[src/rtl/clk_div_sched.sv]
// rtl/clk_div_sched.sv - shared programmable clock divider with round-robin divisor scheduling
//
// Purpose: owns one divided clock (OUT_CLK) and lets NREQ requesters change its
// divisor. A round-robin arbiter accepts one request at a time; the captured
// divisor is held pending and only applied at the end of a full OUT_CLK period,
// so no runt phase is ever produced.
//
// Ports:
//   CLK      system clock
//   RST      asynchronous reset, active-high
//   en       divider run enable; 0 freezes counter, OUT_CLK and any pending apply
//   req      per-requester level request, held until granted
//   div_req  packed divisors, requester i at bits [i*W +: W]
//   grant    one-hot one-cycle pulse: request accepted, divisor captured
//   busy     a captured divisor is waiting for its period boundary
//   done     one-cycle pulse in the first cycle the new divisor is in force
//   owner    index of the requester whose divisor was last applied
//   div_cur  divisor currently in force
//   OUT_CLK  divided clock (registered)
//   tick     one-cycle pulse coincident with each OUT_CLK rising edge

module clk_div_sched #(
  parameter int NREQ    = 4,
  parameter int W       = 16,
  parameter int DEF_DIV = 3
) (
  input  logic                     CLK,
  input  logic                     RST,
  input  logic                     en,
  input  logic [NREQ-1:0]          req,
  input  logic [NREQ*W-1:0]        div_req,
  output logic [NREQ-1:0]          grant,
  output logic                     busy,
  output logic                     done,
  output logic [((NREQ > 1) ? $clog2(NREQ) : 1)-1:0] owner,
  output logic [W-1:0]             div_cur,
  output logic                     OUT_CLK,
  output logic                     tick
);

  localparam int IW = (NREQ > 1) ? $clog2(NREQ) : 1;

  typedef enum logic {IDLE, PEND} state_t;

  state_t        state;
  state_t        state_nxt;
  logic [W-1:0]  counter;
  logic [W-1:0]  div_nxt;
  logic [IW-1:0] owner_nxt;
  logic [IW-1:0] rr_ptr;

  logic [W-1:0]  div_arr [NREQ];
  logic [IW-1:0] win;
  logic [IW-1:0] cand;
  logic          found;
  logic          take;
  logic          apply;
  logic          at_end;
  logic          boundary;

  always_comb begin
    for (int i = 0; i < NREQ; i++) begin
      div_arr[i] = div_req[i*W +: W];
    end
  end

  assign at_end   = (counter == div_cur);
  // End of the high phase closes a full period: the only safe place to swap divisors.
  assign boundary = en && at_end && OUT_CLK;
  assign busy     = (state == PEND);

  // Round-robin search starting at rr_ptr, wrapping past NREQ-1.
  always_comb begin
    found = 1'b0;
    win   = '0;
    cand  = '0;
    for (int k = 0; k < NREQ; k++) begin
      cand = IW'((int'(rr_ptr) + k) % NREQ);
      if (!found && req[cand]) begin
        found = 1'b1;
        win   = cand;
      end
    end
  end

  always_comb begin
    state_nxt = state;
    take      = 1'b0;
    apply     = 1'b0;
    case (state)
      IDLE: begin
        if (found) begin
          take      = 1'b1;
          state_nxt = PEND;
        end
      end
      PEND: begin
        if (boundary) begin
          apply     = 1'b1;
          state_nxt = IDLE;
        end
      end
      default: state_nxt = IDLE;
    endcase
  end

  always_ff @(posedge CLK or posedge RST) begin
    if (RST) begin
      state <= IDLE;
    end else begin
      state <= state_nxt;
    end
  end

  always_ff @(posedge CLK or posedge RST) begin
    if (RST) begin
      counter   <= '0;
      OUT_CLK   <= 1'b0;
      div_cur   <= W'(DEF_DIV);
      div_nxt   <= '0;
      owner_nxt <= '0;
      owner     <= '0;
      rr_ptr    <= '0;
      grant     <= '0;
      done      <= 1'b0;
      tick      <= 1'b0;
    end else begin
      grant <= '0;
      done  <= 1'b0;
      tick  <= 1'b0;

      // A grant only captures; the divider keeps running on the old divisor
      // even if this very cycle is a boundary.
      if (take) begin
        grant     <= NREQ'(1) << win;
        div_nxt   <= div_arr[win];
        owner_nxt <= win;
        rr_ptr    <= IW'((int'(win) + 1) % NREQ);
      end

      if (apply) begin
        // New low phase starts cleanly with the new divisor.
        div_cur <= div_nxt;
        owner   <= owner_nxt;
        done    <= 1'b1;
        counter <= '0;
        OUT_CLK <= 1'b0;
      end else if (en) begin
        if (at_end) begin
          counter <= '0;
          OUT_CLK <= ~OUT_CLK;
          tick    <= ~OUT_CLK;
        end else begin
          counter <= counter + W'(1);
        end
      end
    end
  end

endmodule

[config.mk]
export PLATFORM = sky130hd
export DESIGN_NAME = clk_div_sched
export DESIGN_NICKNAME = d
export VERILOG_FILES = /design/src/rtl/clk_div_sched.sv
export SDC_FILE = /design/constraint.sdc
export NUM_CORES = 1
export LEC_CHECK = 0
export BUFFER_PORTS_ARGS = -buffer_cell sky130_fd_sc_hd__clkbuf_2
export CORE_AREA = 2 2 85 87
export CTS_CLUSTER_DIAMETER = 120
export CTS_CLUSTER_SIZE = 25
export DETAILED_ROUTE_END_ITERATION = 8
export DIE_AREA = 0 0 87 89
export GPL_TIMING_DRIVEN = 0
export MAX_ROUTING_LAYER = met4
export PLACE_DENSITY = 0.78
export SYNTH_ARGS = -nofsm -noshare
export SYNTH_HDL_FRONTEND = slang
export SYNTH_SLANG_ARGS = --single-unit
[constraint.sdc]
create_clock -name CLK -period 2.77 [get_ports CLK]
set_clock_uncertainty 0.2 [all_clocks]
set_input_delay 0.6925 -clock CLK [delete_from_list [all_inputs] [get_ports CLK]]
set_output_delay 0.6925 -clock CLK [all_outputs]
set_load 0.05 [all_outputs]
==> metrics.md <==
| Metric | Value |
|---|---|
| Max_cap viols | `0` |
| First-pass GRT wire length | `13.57 mm` |
| Synth Warn # | `0` |
| Clock sinks | `62` |
| Vias per std cell | `5.642` |
| CP Class | `in2reg` |
| Die Ht | `89 um` |
| Post-Place Setup Slack | `0.04270 ns` |
| Crit end category | `flop` |
| Total Wirelength | `8.364 mm` |
| Crit-path slowest cell | `nor4_1` |
| Crit share post-route | `87.93%` |
| Top FF cell, synth | `dfrtp_1` |
| Worst skew pair latency | `0.35 ns` |
| Placed insts | `503` |
| Worst slew pin tran | `0.6735 ns` |
| Reg2Reg Depth | `6` |
| Gate count of the mapped netlist | `326` |
| Share of layout cells above drive strength 1 | `35.08%` |
| Critical Path RT | `2.83 ns` |
| PnR worst setup slack | `0.3342 ns` |
| Port Buf Inserts | `96` |
| Placement Cell Area | `0.004034 sq mm` |
| Hold-fix buffers, CTS | `0` |
| Final #Nets | `510` |
| Syn Area/Cell | `10.53 sq um` |
| Via count | `2928` |
| Initial DRC Count | `118` |
| Final Hold Viols | `0` |
| Post-Layout Cell Count | `519` |
| Row count | `30` |
| Power per cell area | `913.3 mW/mm^2` |
| Unrepaired setup endpoints after global routing | `false` |
| Largest net degree at the start of global routing | `43` |
| Max-slew headroom | `54.69%` |
| Vias in the first global route | `2811` |
| Die area | `0.007743 sq mm` |
| Number of enable flip-flop cells after synthesis | `0` |
| Register bit total from synthesis | `62` |
| Die X | `87 um` |
| Resized cells post-CTS | `0` |
| Syn-to-layout area delta | `23.32%` |
| I/O pin total | `97` |
| Status | `complete, no violations` |
| Crit path cell chain | `clkbuf_2, nor4_1, or2_2, buf_2, buf_1, nand2_1, o211ai_1` |
| Synthesized cell area | `0.003433 sq mm` |
| CTS clk-pin slew, worst paths | `0.08 ns` |
| Hold Path Class | `in2async` |
| Initial antenna violation count | `0` |
| RePlAce Congestion | `0.8944` |
| Number of remaining DRC errors | `0` |
| Antenna Nets Post-Route | `0` |
| Dpl hpwl | `6.523 mm` |
| Fmax | `410.5 MHz` |
| Critical path arrival | `2.49 ns` |
| Seq/Total Area, Yosys | `45.26%` |
| Most frequent cells in the layout | `96 x clkbuf_2, 60 x dfrtp_1, 27 x nand2_1` |
| Postcts setup bufs | `0` |
| Min Tclk post-route | `2.436 ns` |
| Clock buffer count from CTS | `9` |
| P_leak | `2.143 nW` |
| Most common cell after layout, fill and taps aside | `clkbuf_2` |
| Setup violators final | `0` |
| CP max FO | `10` |
| Initial DRT Pass Iterations | `5` |
| Worst path max stage delay | `0.61 ns` |
| Core area | `0.006719 sq mm` |
| GRT Util Overall | `23.67%` |
| Gr ovfl total | `0` |
| CTS tree | `built` |
| Starting density of the core | `51.10%` |
| Bufs on Longest Clock Path | `2` |
| Final Util | `63.02%` |
| Inserted Diodes | `0` |
| Async SR Flop Fraction | `100.0%` |
| Design Power | `0.003867 W` |
| WL per Instance | `16.12 um` |
| Peak supply drop | `0.0003608 V` |
| Startpoint type of the worst setup path | `input port` |
| Cell area after layout | `0.004234 sq mm` |
| Number of max-slew violations in the final report | `0` |
| CTS root buf | `clkbuf_8` |
| Mapped Nets | `402` |
| Netlist cell types | `45` |
| CTS H-tree lvls | `3` |
-- worst paths after layout --
check	from	endpoint	slack, ns
max	req[1]	div_nxt[9]$_DFFE_PP0P_	0.33
min	RST	grant[1]$_DFF_PP0_	0.14
max reg2reg	counter[8]$_DFFE_PP0P_	div_cur[2]$_DFFE_PP0N_	0.39
min reg2reg	owner_nxt[1]$_DFFE_PP0P_	owner_nxt[1]$_DFFE_PP0P_	0.28
max in group asynchronous	RST	div_cur[1]$_DFFE_PP1N_	1.59
min in group CLK	owner_nxt[1]$_DFFE_PP0P_	owner_nxt[1]$_DFFE_PP0P_	0.28
-- final cells by class --
type	instances	area [sq um]
plain buffers	20	111.4
clock buffers	12	155.1
clock inverters	4	45.04
fillers	564	2485
inverters	8	32.53
multi-input cells	236	1735
flip-flops and latches	62	1554
well taps	80	100.1
repair buffers	97	500.5
-- critical path: cells and delay by family --
| kind | cells | cell delay, ns |
|---|---|---|
| simple gates | 3 | 0.97 |
| compound gates | 1 | 0.10 |
| buf+inv | 3 | 0.72 |
-- metrics by stage --
stage / setup TNS, ns / hold slack [ns]
finish: 0 / 0.1367
CTS: 0 / 0.1578
floorplan: 0 / 0.2444
global route: 0 / 0.1762
detailed placement: 0 / 0.2742
global placement: -19.00 / 0.2638
-- Yosys cell counts, types with 5 or more instances --
library cell | count | share of area [%]
o31ai_1 | 16 | 3.5
inv_1 | 7 | 0.77
ha_1 | 5 | 1.8
mux2_2 | 18 | 5.9
buf_2 | 8 | 1.2
nand3_1 | 5 | 0.73
nand2_1 | 27 | 3.0
o21ai_0 | 5 | 0.73
xnor2_1 | 7 | 1.8
o211ai_1 | 5 | 1.1
dfrtp_1 | 60 | 44
clkbuf_1 | 7 | 0.77
mux2i_1 | 16 | 4.7
xor2_1 | 20 | 5.1
nor4_1 | 6 | 1.1
nand4_1 | 19 | 3.5
o311ai_0 | 8 | 2.0
a211o_1 | 17 | 4.3
nor2_1 | 19 | 2.1
-- registers in the layout, summed over array words and instances (netlist names) --
signal and cells:
owner 2, OUT_CLK 1, busy 1, owner_nxt 2, div_cur 16, rr_ptr 2, div_nxt 16, done 1
counter 16, tick 1, grant 4
-- power by group --
| group | internal, W | total [W] | switching, W |
|---|---|---|---|
| logic | 0.000565 | 0.00155 | 0.000984 |
| registers | 0.00121 | 0.00151 | 0.000297 |
| clock network | 0.000460 | 0.000808 | 0.000348 |
-- metal layers --
layer	vias to the layer above	global-route usage, %	routed length [um]	part of all wire (%)
li1	1428	-	-	-
met1	1376	29.78	3780	45
met2	111	39.14	3973	48
met3	13	3.416	463	5.5
met4	0	8.523	147	1.8
met5	-	-	0	0
-- kinds of logic (layout without fill, tap and decap cells) --
| family | Yosys count | in the layout | share of synthesized area, % |
|---|---|---|---|
| XOR/XNOR | 27 | 27 | 6.888 |
| buffers and inverters | 28 | 141 | 4.191 |
| AND/OR/NAND/NOR | 102 | 102 | 15.78 |
| adder cells (fa/ha/maj) | 5 | 5 | 1.822 |
| multiplexers | 35 | 35 | 10.90 |
| flip-flops | 62 | 62 | 45.26 |
| AO/OA/AOI/OAI | 67 | 67 | 15.16 |
No activity file was read; power rests on OpenSTA's default activity.
